$ cat src/rtl/jtcps2_obj_copy_if.sv
// Bus bundle between the object-table copier, the SDRAM ORAM read port and the
// object frame-buffer write port.
interface jtcps2_obj_copy_if #(
  parameter int AW = 12,
  parameter int BW = 1
);
  logic [BW+AW-1:0] oram_addr;
  logic             oram_cs;
  logic             oram_ok;
  logic [15:0]      oram_data;
  logic [AW-1:0]    oframe_addr;
  logic [15:0]      oframe_data;
  logic             oframe_we;

  modport master (
    output oram_addr, oram_cs, oframe_addr, oframe_data, oframe_we,
    input  oram_ok, oram_data
  );

  modport slave (
    input  oram_addr, oram_cs, oframe_addr, oframe_data, oframe_we,
    output oram_ok, oram_data
  );
endinterface

$ cat src/rtl/jtcps2_obj_copy.sv
// Paced ORAM -> object frame-buffer copier with per-frame buffer bank toggle.
// Optional JTCPS2_OBJ_EARLYEND_EN: stop after an entry whose attribute high byte is FF.
module jtcps2_obj_copy #(
  parameter int         AW         = 12,
  parameter int         BW         = 1,
  parameter int         PACE       = 28,
  parameter logic [8:0] FRAME_LINE = 9'h00E
)(
  input  logic              clk,
  input  logic              rst,
  input  logic              pxl_cen,
  input  logic [8:0]        vdump,
  input  logic              LVBL,
  input  logic [BW-1:0]     obank,
  jtcps2_obj_copy_if.master bus,
  output logic              obank_frame,
  output logic              busy
);
  localparam int PW = (PACE > 2) ? $clog2(PACE) : 1;

  typedef enum logic [2:0] {
    ST_IDLE  = 3'd0,
    ST_PACE  = 3'd1,
    ST_REQ   = 3'd2,
    ST_WRITE = 3'd3,
    ST_DONE  = 3'd4
  } state_t;

  state_t        state_q,       state_d;
  logic [AW-1:0] word_cnt_q,    word_cnt_d;
  logic [PW-1:0] pace_cnt_q,    pace_cnt_d;
  logic          req_first_q,   req_first_d;
  logic          oram_cs_q,     oram_cs_d;
  logic          oframe_we_q,   oframe_we_d;
  logic [AW-1:0] oframe_addr_q, oframe_addr_d;
  logic [15:0]   oframe_data_q, oframe_data_d;
  logic          obank_frame_q, obank_frame_d;
  logic          line_hit_q,    line_hit_d;
  logic          busy_q,        busy_d;
  logic [BW-1:0] bank_q,        bank_d;
  logic          last_word;
`ifdef JTCPS2_OBJ_EARLYEND_EN
  logic          early_q,       early_d;
`endif

`ifdef JTCPS2_OBJ_EARLYEND_EN
  assign last_word = (&word_cnt_q) | early_q;
`else
  assign last_word = &word_cnt_q;
`endif

  always_comb begin
    state_d       = state_q;
    word_cnt_d    = word_cnt_q;
    pace_cnt_d    = pace_cnt_q;
    req_first_d   = req_first_q;
    oram_cs_d     = oram_cs_q;
    oframe_we_d   = 1'b0;
    oframe_addr_d = oframe_addr_q;
    oframe_data_d = oframe_data_q;
    busy_d        = busy_q;
    bank_d        = bank_q;
`ifdef JTCPS2_OBJ_EARLYEND_EN
    early_d       = early_q;
`endif

    // Frame-buffer bank flips on the rising edge of the line match only.
    line_hit_d    = (vdump == FRAME_LINE);
    obank_frame_d = obank_frame_q ^ (line_hit_d & ~line_hit_q);

    if (!LVBL) begin
      // Blanking kills everything, including a request whose ok lands now.
      state_d   = ST_IDLE;
      oram_cs_d = 1'b0;
      busy_d    = 1'b0;
    end else begin
      case (state_q)
        ST_IDLE: begin
          state_d    = ST_PACE;
          bank_d     = obank;
          word_cnt_d = '0;
          pace_cnt_d = '0;
          busy_d     = 1'b1;
        end
        ST_PACE: begin
          if (pxl_cen) begin
            if (pace_cnt_q == PW'(PACE - 1)) begin
              pace_cnt_d  = '0;
              state_d     = ST_REQ;
              oram_cs_d   = 1'b1;
              req_first_d = 1'b1;
            end else begin
              pace_cnt_d = pace_cnt_q + PW'(1);
            end
          end
        end
        ST_REQ: begin
          // An ok seen in the first request cycle belongs to someone else.
          req_first_d = 1'b0;
          if (!req_first_q && bus.oram_ok) begin
            oframe_data_d = bus.oram_data;
            oframe_addr_d = word_cnt_q;
            oframe_we_d   = 1'b1;
            oram_cs_d     = 1'b0;
            state_d       = ST_WRITE;
`ifdef JTCPS2_OBJ_EARLYEND_EN
            early_d = (&word_cnt_q[1:0]) && (bus.oram_data[15:8] == 8'hFF);
`endif
          end
        end
        ST_WRITE: begin
          if (last_word) begin
            state_d = ST_DONE;
            busy_d  = 1'b0;
          end else begin
            word_cnt_d = word_cnt_q + AW'(1);
            state_d    = ST_PACE;
          end
        end
        ST_DONE: begin
          busy_d    = 1'b0;
          oram_cs_d = 1'b0;
        end
        default: state_d = ST_IDLE;
      endcase
    end
  end

  always_ff @(posedge clk) begin
    if (rst) begin
      state_q       <= ST_IDLE;
      word_cnt_q    <= '0;
      pace_cnt_q    <= '0;
      req_first_q   <= 1'b0;
      oram_cs_q     <= 1'b0;
      oframe_we_q   <= 1'b0;
      oframe_addr_q <= '0;
      oframe_data_q <= '0;
      obank_frame_q <= 1'b0;
      line_hit_q    <= 1'b0;
      busy_q        <= 1'b0;
      bank_q        <= '0;
`ifdef JTCPS2_OBJ_EARLYEND_EN
      early_q       <= 1'b0;
`endif
    end else begin
      state_q       <= state_d;
      word_cnt_q    <= word_cnt_d;
      pace_cnt_q    <= pace_cnt_d;
      req_first_q   <= req_first_d;
      oram_cs_q     <= oram_cs_d;
      oframe_we_q   <= oframe_we_d;
      oframe_addr_q <= oframe_addr_d;
      oframe_data_q <= oframe_data_d;
      obank_frame_q <= obank_frame_d;
      line_hit_q    <= line_hit_d;
      busy_q        <= busy_d;
      bank_q        <= bank_d;
`ifdef JTCPS2_OBJ_EARLYEND_EN
      early_q       <= early_d;
`endif
    end
  end

  assign bus.oram_addr   = {bank_q, word_cnt_q};
  assign bus.oram_cs     = oram_cs_q;
  assign bus.oframe_addr = oframe_addr_q;
  assign bus.oframe_data = oframe_data_q;
  assign bus.oframe_we   = oframe_we_q;
  assign obank_frame     = obank_frame_q;
  assign busy            = busy_q;

endmodule
$ cat src/flat_wrapper.sv
// flat-port wrapper written by rule: the top's interface ports become plain ports
module jtcps2_obj_copy_flat 
#(
  parameter int         AW         = 12,
  parameter int         BW         = 1,
  parameter int         PACE       = 28,
  parameter logic [8:0] FRAME_LINE = 9'h00E
)
  (clk, rst, pxl_cen, vdump, LVBL, obank, obank_frame, busy, bus_oram_addr, bus_oram_cs, bus_oframe_addr, bus_oframe_data, bus_oframe_we, bus_oram_ok, bus_oram_data);
  jtcps2_obj_copy_if #(.AW(AW), .BW(BW)) bus_i ();
  input  logic clk;
  input  logic rst;
  input  logic pxl_cen;
  input  logic [8:0] vdump;
  input  logic LVBL;
  input  logic [BW-1:0] obank;
  output logic obank_frame;
  output logic busy;
  output wire logic [$bits(bus_i.oram_addr)-1:0] bus_oram_addr;
  output wire logic [$bits(bus_i.oram_cs)-1:0] bus_oram_cs;
  output wire logic [$bits(bus_i.oframe_addr)-1:0] bus_oframe_addr;
  output wire logic [$bits(bus_i.oframe_data)-1:0] bus_oframe_data;
  output wire logic [$bits(bus_i.oframe_we)-1:0] bus_oframe_we;
  input wire logic [$bits(bus_i.oram_ok)-1:0] bus_oram_ok;
  input wire logic [$bits(bus_i.oram_data)-1:0] bus_oram_data;
  assign bus_oram_addr = bus_i.oram_addr;
  assign bus_oram_cs = bus_i.oram_cs;
  assign bus_oframe_addr = bus_i.oframe_addr;
  assign bus_oframe_data = bus_i.oframe_data;
  assign bus_oframe_we = bus_i.oframe_we;
  assign bus_i.oram_ok = bus_oram_ok;
  assign bus_i.oram_data = bus_oram_data;
  jtcps2_obj_copy #(.AW(AW), .BW(BW), .PACE(PACE), .FRAME_LINE(FRAME_LINE)) u_core (.clk(clk), .rst(rst), .pxl_cen(pxl_cen), .vdump(vdump), .LVBL(LVBL), .obank(obank), .bus(bus_i), .obank_frame(obank_frame), .busy(busy));
endmodule
$ cat config.mk
export PLATFORM = sky130hd
export DESIGN_NAME = jtcps2_obj_copy_flat
export DESIGN_NICKNAME = d
export VERILOG_FILES = /design/src/rtl/jtcps2_obj_copy_if.sv /design/src/rtl/jtcps2_obj_copy.sv /design/src/flat_wrapper.sv
export SDC_FILE = /design/constraint.sdc
export NUM_CORES = 1
export LEC_CHECK = 0
export ABC_AREA = 1
export CORE_MARGIN = 2
export CORE_UTILIZATION = 52
export CTS_BUF_LIST = sky130_fd_sc_hd__clkbuf_8
export DETAILED_ROUTE_END_ITERATION = 7
export PLACE_DENSITY = 0.87
export SLEW_MARGIN = 30
export SYNTH_ARGS = -nofsm -noshare
export SYNTH_HDL_FRONTEND = slang
export SYNTH_SLANG_ARGS = --single-unit
$ cat constraint.sdc
create_clock -name clk -period 2.2 [get_ports clk]
set_input_delay 0.44 -clock clk [delete_from_list [all_inputs] [get_ports clk]]
set_output_delay 0.44 -clock clk [all_outputs]
set_load 0.005 [all_outputs]
# After elaboration in Yosys (flattened, before gate mapping)
# Index checks and enable logic that the tools add are counted.
# classes
add_sub_neg	2
multipliers	0
n_div	0
magnitude_cmp	0
eq_ne	11
shifts	0
mux	18
bitwise	6
n_reduce_logical	19
# op_table
cell	n
$pmux 12 s2	1
$pmux 3 s5	1
$add 12x1->12 const B	1
$mux 12	1
$mux 3	4
$reduce_and 12->1	1
$reduce_and 4->1	3
$mux 5	2
$pmux 5 s2	1
$eq 9x4->1 const B	1
$reduce_and 3->1	3
$eq 3x2->1 const B	2
$ne 2x1->1 const B	3
$pmux 1 s3	2
$reduce_bool 2->1	3
$reduce_bool 3->1	2
$add 5x1->5 const B	1
$eq 5x5->1 const B	1
$mux 1	5
$ne 2x2->1 const B	2
$not 1->1	4
$reduce_and 2->1	2
$eq 3x1->1 const B	1
$eq 3x3->1 const B	1
8 further kinds	8
# word_totals
regBits	55
latch_bits	0
ram_bits	0
rom_bits	0
input_bits	31
out_inout_bits	45
elab_cells	68
n_memories	0

# Longest topological paths before layout
# Gate-level depths: netlist (run 1).
# logic_depth
word_depth	4
depth_mapped	11
mapped_depth_nobuf	10

# Worst setup path after synthesis (run 1)
# No wires, ideal clock.
# synth_path
path_type	reg2reg
startpoint	register u_core.word_cnt_q[0]
endpoint	register u_core.word_cnt_q[1]
setup_ps	128
arrival_ps	1399
required_time_ps	2072
setup_slack_ps	673
path_stages_with_launch	9
n_path_buf	0
synth_period_minus_slack_ps	1527
cell_sequence	dfxtp_1 > ha_1 > nand2_1 > nor2_1 > nand4_2 > nand2_4 > nand2_1 > o21ai_0 > nor2_1
# synth_via
elab_chain_len	3
word_cells_on_any_way	6
classes_between	1 x add/sub; 1 x eq/ne; 2 x mux; 2 x reduce/logical
# synth_rtl
element	line_no	text
start: declaration	jtcps2_obj_copy.sv:30	logic [AW-1:0] word_cnt_q, word_cnt_d;
start signal: assignment	jtcps2_obj_copy.sv:148	word_cnt_q <= word_cnt_d;
$add 12x1->12 or $reduce_and 12->1 (tied branches)	jtcps2_obj_copy.sv:116, jtcps2_obj_copy.sv:49	
$mux 12 or $ne 2x2->1 (tied branches)	n/a	
$pmux 12 s2 or $reduce_and 3->1 (tied branches)	n/a	
# Parallel ways exist; a longest one is shown, timed or not. The select of a mux whose other input is x is not followed.
# A chain may end at the register's enable or synchronous reset.

# Worst setup path after layout (run 1)
# layout_path
startpoint	register u_core.word_cnt_q[0]
endpoint	register u_core.word_cnt_q[7]
# The elaborated chain is that of the path after synthesis.

==> impl_metrics.yaml, run 1 <==
cts:
  clk_pin_slew_ns: 0.10
  clock_path_buffers: 2
  cts_tree: "yes"
  cts_hold_buf: 0
  clock-sinks: 55
  cts_max_level: 2
  cts-root-buf: "clkbuf_8"
  clk_latency_ns: 0.30
  cts_setup_buffers: 0
  cts_buffers: 5
  ctsResizeCount: 0
timing:
  rsz0062_at_grt: "no"
  layout_setup_ws_ns: 0.295
  tns_ns: 0
  worst_hold_slack_ns: 0.454
  clock_skew_ns: 0.00809
  hold_violations: 0
  final-max-slew-violation-count: 0
  worstMarginPinSlew_ns: 0.586
  setup_violations: 0
  post-route-period-util_pct: 86.6
  relSlewSlack_pct: 60.9
  layout_min_cycle_time_ns: 1.90
  fmax_mhz: 525
final_layout:
  area_growth_pct: 34.4
  drive_gt1_share_pct: 5.08
  diodes: 0
  layout.nets: 466
placed_design:
  gp_congestion: 0.909
  hpwl_um: 4480
  place_ws_ns: 0.262
  io_buffers: 75
setup_path:
  cp_data_arrival_time_ns: 2.16
  rr_worst_depth: 9
  reg2reg_setup_slack_ns: 0.30
  cp_max_fo: 10
  worst_setup_path_start_kind: "flop"
  cp-end-kind: "flop"
  crit_type: "flop to flop"
  worstPathRequired_ns: 2.45
  r2r-start: "u_core.word_cnt_q[0]"
  reg2reg_to: "u_core.word_cnt_q[7]"
floorplan:
  num_io_pins: 76
  dieArea_um2: 5390
  fp.dieW_um: 73.4
  core_area_um2: 4690
  row_count: 25
  die_h_um: 73.4
  start_util_pct: 53.4
detailed_routing:
  drt-vias-per-instance: 5.17
  wire_per_inst_um: 12.4
  remaining_drc_errors: 0
  vias: 2520
  routed_wirelength_um: 6040
  drt_iter0_drc: 126
  drt-pass1-iter-count: 4
  ant_nets: 0
global_route:
  grt_max_degree: 26
  overflow: 0
  grt_pass1_vias: 2295
  track_usage_pct: 24.0
  grt_pass1_wl_um: 10300
  antenna_found_initial: 0
pwr:
  total_power_uw: 1770
  peakVddDrop_v: 0.000433
  p_per_area_nw_per_um2: 525
  p_leak_uw: 0.00139
synth:
  synth_cell_type_count: 29
  syn_avg_cell_area_um2: 7.00
  synthFlopType: "dfxtp_1"
  syn_area_um2: 2510
  ys_top_cells_by_area: "dfxtp_1, nor2_1, nand2_1"
  netlist_instances: 358
  yosys_warnings: 0
  syn-num-nets: 391
  yosysMostFrequentCell: "nor2_1"
  netlist.top_cell.by_area: "dfxtp_1"
  synth_top_area_share_pct: 43.9
  synth_seq_area_share_pct: 43.9
  ys_seq_elements: 55
  async_flop_share_pct: 0
  synth_edf_count: 0
  synthTopCellsByCount: "nor2_1, nand2_1, dfxtp_1"
min_path:
  hold_end: "u_core.obank_frame"
  holdPathStages: 1
  hp-class: "flop to flop"
  min_from: "u_core.obank_frame"
outcome:
  status: "complete, no violations"
job:
  drv_cap: 0
==> how the worst max path moves through the flow <==
stage                         startpoint  depth (start not counted)              endpoint  slack [ns]
floorplan           u_core.word_cnt_q[0]                          8  u_core.word_cnt_q[1]        0.67
global placement                    LVBL                          8  u_core.word_cnt_q[8]        0.32
detailed placement                  LVBL                          8  u_core.word_cnt_q[7]        0.26
CTS                 u_core.word_cnt_q[0]                          9  u_core.word_cnt_q[7]        0.35
global route        u_core.word_cnt_q[0]                          9  u_core.word_cnt_q[7]        0.04
finish              u_core.word_cnt_q[0]                          9  u_core.word_cnt_q[7]        0.30
==> layer usage <==
layer / up-vias / share of wire, % / global-route usage, %
met1: 1130 / 44 / 30.4
met4: 0 / 0.98 / 7.88
met5: - / 0 / 0
met2: 86 / 48 / 39.5
met3: 7 / 7.2 / 6.31
li1: 1297 / - / -
==> cell usage in the layout (no fill, tap or decap), drive strengths merged, types with 2 or more instances in the layout <==
| cell | netlist | layout |
|---|---|---|
| nand4 | 4 | 4 |
| xor2 | 2 | 2 |
| o21ai | 41 | 41 |
| nand3 | 21 | 21 |
| clkbuf | 5 | 5 |
| clkdlybuf4s50 | 0 | 75 |
| ha | 2 | 2 |
| dfxtp | 55 | 55 |
| nand3b | 2 | 2 |
| and3 | 4 | 4 |
| buf | 8 | 6 |
| o21bai | 2 | 2 |
| nor2 | 79 | 79 |
| nand2 | 68 | 68 |
| inv | 33 | 34 |
| nor3 | 5 | 5 |
| a21oi | 25 | 25 |
==> final cells by class <==
type	instances	area, um^2
fill	396	1320
multi-input combinational	257	1190
sequential	55	1100
timing repair buffer	81	796
inverter	33	126
clock buffer	5	68.8
tap	54	67.6
clock inverter	2	16.3
==> sequential cells by signal, summed over array words and instances (netlist names) <==
signal	count
u_core.bank_q	1
u_core.line_hit_q	1
u_core.bus.oram_cs	1
u_core.pace_cnt_q	5
u_core.bus.oframe_we	1
u_core.bus.oframe_addr	12
u_core.state_q	3
u_core.busy	1
u_core.bus.oframe_data	16
u_core.req_first_q	1
u_core.obank_frame	1
u_core.word_cnt_q	12
==> kinds of logic after synthesis <==
group           after synthesis  synth area share [%]
fa+ha+maj                     2                 0.998
flops                        55                  43.9
simple gates                183                  31.1
buf+inv                      46                  8.43
xor+xnor                      3                  1.05
compound gates               69                  14.5
==> power by group <==
group          switching, uW  total, uW  leakage [uW]  internal [uW]
sequential              14.5       1030      0.000445           1010
clock                    325        547     0.0000406            222
combinational           90.1        194      0.000906            104
==> stage by stage <==
step | instances | area [um^2] | utilization (%)
global placement | 480 | 3290 | 70.0
global route | 487 | 3370 | 71.8
finish | 487 | 3370 | 71.8
CTS | 487 | 3370 | 71.8
detailed placement | 480 | 3290 | 70.0
floorplan | 358 | 2510 | -
==> worst max-delay path: stages (launching register included) <==
cell and delay (ns):
dfxtp_1 0.44, ha_1 0.21, nand2_1 0.10, nor2_1 0.25, nand4_2 0.34, nand2_4 0.22
nand2_1 0.10, nand2_1 0.08, nand2_1 0.05, inv_1 0.06
(Power assumes the default switching activity.)
==> run 2, diff against run 1 <==
--- a/config.mk
+++ b/config.mk
@@ -10,7 +10,8 @@
 export CORE_UTILIZATION = 52
 export CTS_BUF_LIST = sky130_fd_sc_hd__clkbuf_8
 export DETAILED_ROUTE_END_ITERATION = 7
-export PLACE_DENSITY = 0.87
+export HOLD_SLACK_MARGIN = 0.1
+export PLACE_DENSITY = 0.85
 export SLEW_MARGIN = 30
 export SYNTH_ARGS = -nofsm -noshare
 export SYNTH_HDL_FRONTEND = slang
==> run 2 against run 1 <==
Effect of this change:
- sequential cell count did not move
- first-iteration DRC count fell by 1.6%
- count of clock-buffer cells in the layout did not move
- critical endpoint is now bus_oram_addr[5]
==> impl_metrics.yaml, run 2 (synthesis results as in run 1) <==
setup_path:
  r2r-start: "u_core.word_cnt_q[0]"
  cp_data_arrival_time_ns: 1.40
  cp-end-kind: "output pin"
  reg2reg_to: "u_core.word_cnt_q[10]"
  cpMaxStageDelayCell: "clkdlybuf4s50_1"
  path_buf_inv: 1
  worstPathRequired_ns: 1.76
  path_cells: "clkdlybuf4s50_1"
  reg2reg_setup_slack_ns: 0.37
  critPathTopFamily: "buffers and inverters"
  crit_path_max_incr_delay_ns: 0.59
  rr_worst_depth: 9
  crit_type: "flop to output pin"
  worst_setup_path_start_kind: "flop"
  cp_max_fo: 9
cts:
  cts_setup_buffers: 0
  clk_latency_ns: 0.31
  clock_path_buffers: 2
  clk_pin_slew_ns: 0.09
  cts-root-buf: "clkbuf_8"
  cts_tree: "yes"
  cts_max_level: 2
  ctsResizeCount: 0
  clock-sinks: 55
  cts_hold_buf: 0
  cts_buffers: 5
final_layout:
  layout_commonest_cell: "nor2_1"
  layout.nets: 465
  final_cells: 486
  area_growth_pct: 35.0
  drive_gt1_share_pct: 4.86
  fin_util_pct: 72.1
  largest_reg_flops: 16
  nFillCells: 376
  final_cell_mix: "nor2_1, clkdlybuf4s50_1, nand2_1"
  diodes: 0
timing:
  fmax_mhz: 545
  worstMarginPinSlew_ns: 0.646
  setup_violations: 0
  tns_ns: 0
  layout_min_cycle_time_ns: 1.84
  clock_skew_ns: 0.00388
  final-max-slew-violation-count: 0
  relSlewSlack_pct: 56.9
  rsz0062_at_grt: "no"
  hold_violations: 0
  post-route-period-util_pct: 83.5
  worst_hold_slack_ns: 0.470
global_route:
  grt_pass1_vias: 2374
  overflow: 0
  grt_pass1_wl_um: 10500
  grt_max_degree: 26
  antenna_found_initial: 0
  track_usage_pct: 24.5
detailed_routing:
  remaining_drc_errors: 0
  drt_iter0_drc: 124
  drt-vias-per-instance: 5.15
  drt-pass1-iter-count: 4
  ant_nets: 0
  vias: 2501
  wire_per_inst_um: 12.8
  routed_wirelength_um: 6200
placed_design:
  dp.cells: 479
  io_buffers: 75
  hpwl_um: 4520
  gp_congestion: 0.928
floorplan:
  row_count: 25
  fp.dieW_um: 73.4
  die_h_um: 73.4
  num_io_pins: 76
  dieArea_um2: 5390
  core_area_um2: 4690
  start_util_pct: 53.4
pwr:
  total_power_uw: 1880
  peakVddDrop_v: 0.000405
  p_per_area_nw_per_um2: 554
  p_leak_uw: 0.00140
min_path:
  hold_end: "u_core.bus.oram_cs"
  hp-class: "flop to flop"
  holdPathStages: 2
  min_from: "u_core.bus.oram_cs"
outcome:
  status: "complete, no violations"
job:
  drv_cap: 0
-- run 2: cell count changes in the layout (fill, tap and decap cells not counted), sizes merged --
| cell | change |
|---|---|
| buf | -1 |
| bufinv | +1 |
| inv | -1 |
-- run 2: layout make-up --
cell class                      count  area [um^2]  area share, %
Sequential cell                    55         1100           32.5
Clock inverter                      2         37.5           1.11
Clock buffer                        5         68.8           2.03
Multi-Input combinational cell    257         1190           35.3
Timing Repair Buffer               80          788           23.3
Tap cell                           54         67.6           2.00
Inverter                           33          126           3.73
-- run 2: worst max-delay path by stage --
| stage | to | depth (start not counted) | slack, ns | start |
|---|---|---|---|---|
| 5_1_grt | u_core.word_cnt_q[10] | 9 | 0.17 | u_core.word_cnt_q[0] |
| 6_report | bus_oram_addr[5] | 1 | 0.36 | u_core.word_cnt_q[5] |
| 4_1_cts | bus_oram_addr[5] | 1 | 0.36 | u_core.word_cnt_q[5] |
| 3_3_place_gp | u_core.word_cnt_q[7] | 8 | 0.32 | LVBL |
| 2_1_floorplan | u_core.word_cnt_q[1] | 8 | 0.67 | u_core.word_cnt_q[0] |
| 3_5_place_dp | u_core.bus.oframe_data[12] | 6 | 0.27 | LVBL |
-- run 2: where the power goes --
group	switching (uW)	total, uW	leakage (uW)	internal, uW
clock network	326	659	0.0000502	333
logic	88.3	191	0.000901	102
registers	14.4	1030	0.000445	1010
total	429	1880	0.00140	1450
-- run 2: routing by layer --
metal	share of wire [%]	GRT usage (%)	vias up
li1	-	-	1296
met2	48	39.6	90
met5	0	0	-
met3	7.6	6.72	12
met4	1.7	8.08	0
met1	43	31.8	1103
-- run 2: per-stage QoR --
stage	cell area [um^2]	setup slack, ns
after floorplan	2510	0.673
after global placement	3280	0.320
after detailed placement	3280	0.271
after CTS	3380	0.364
after global routing	3380	0.167
final	3380	0.363
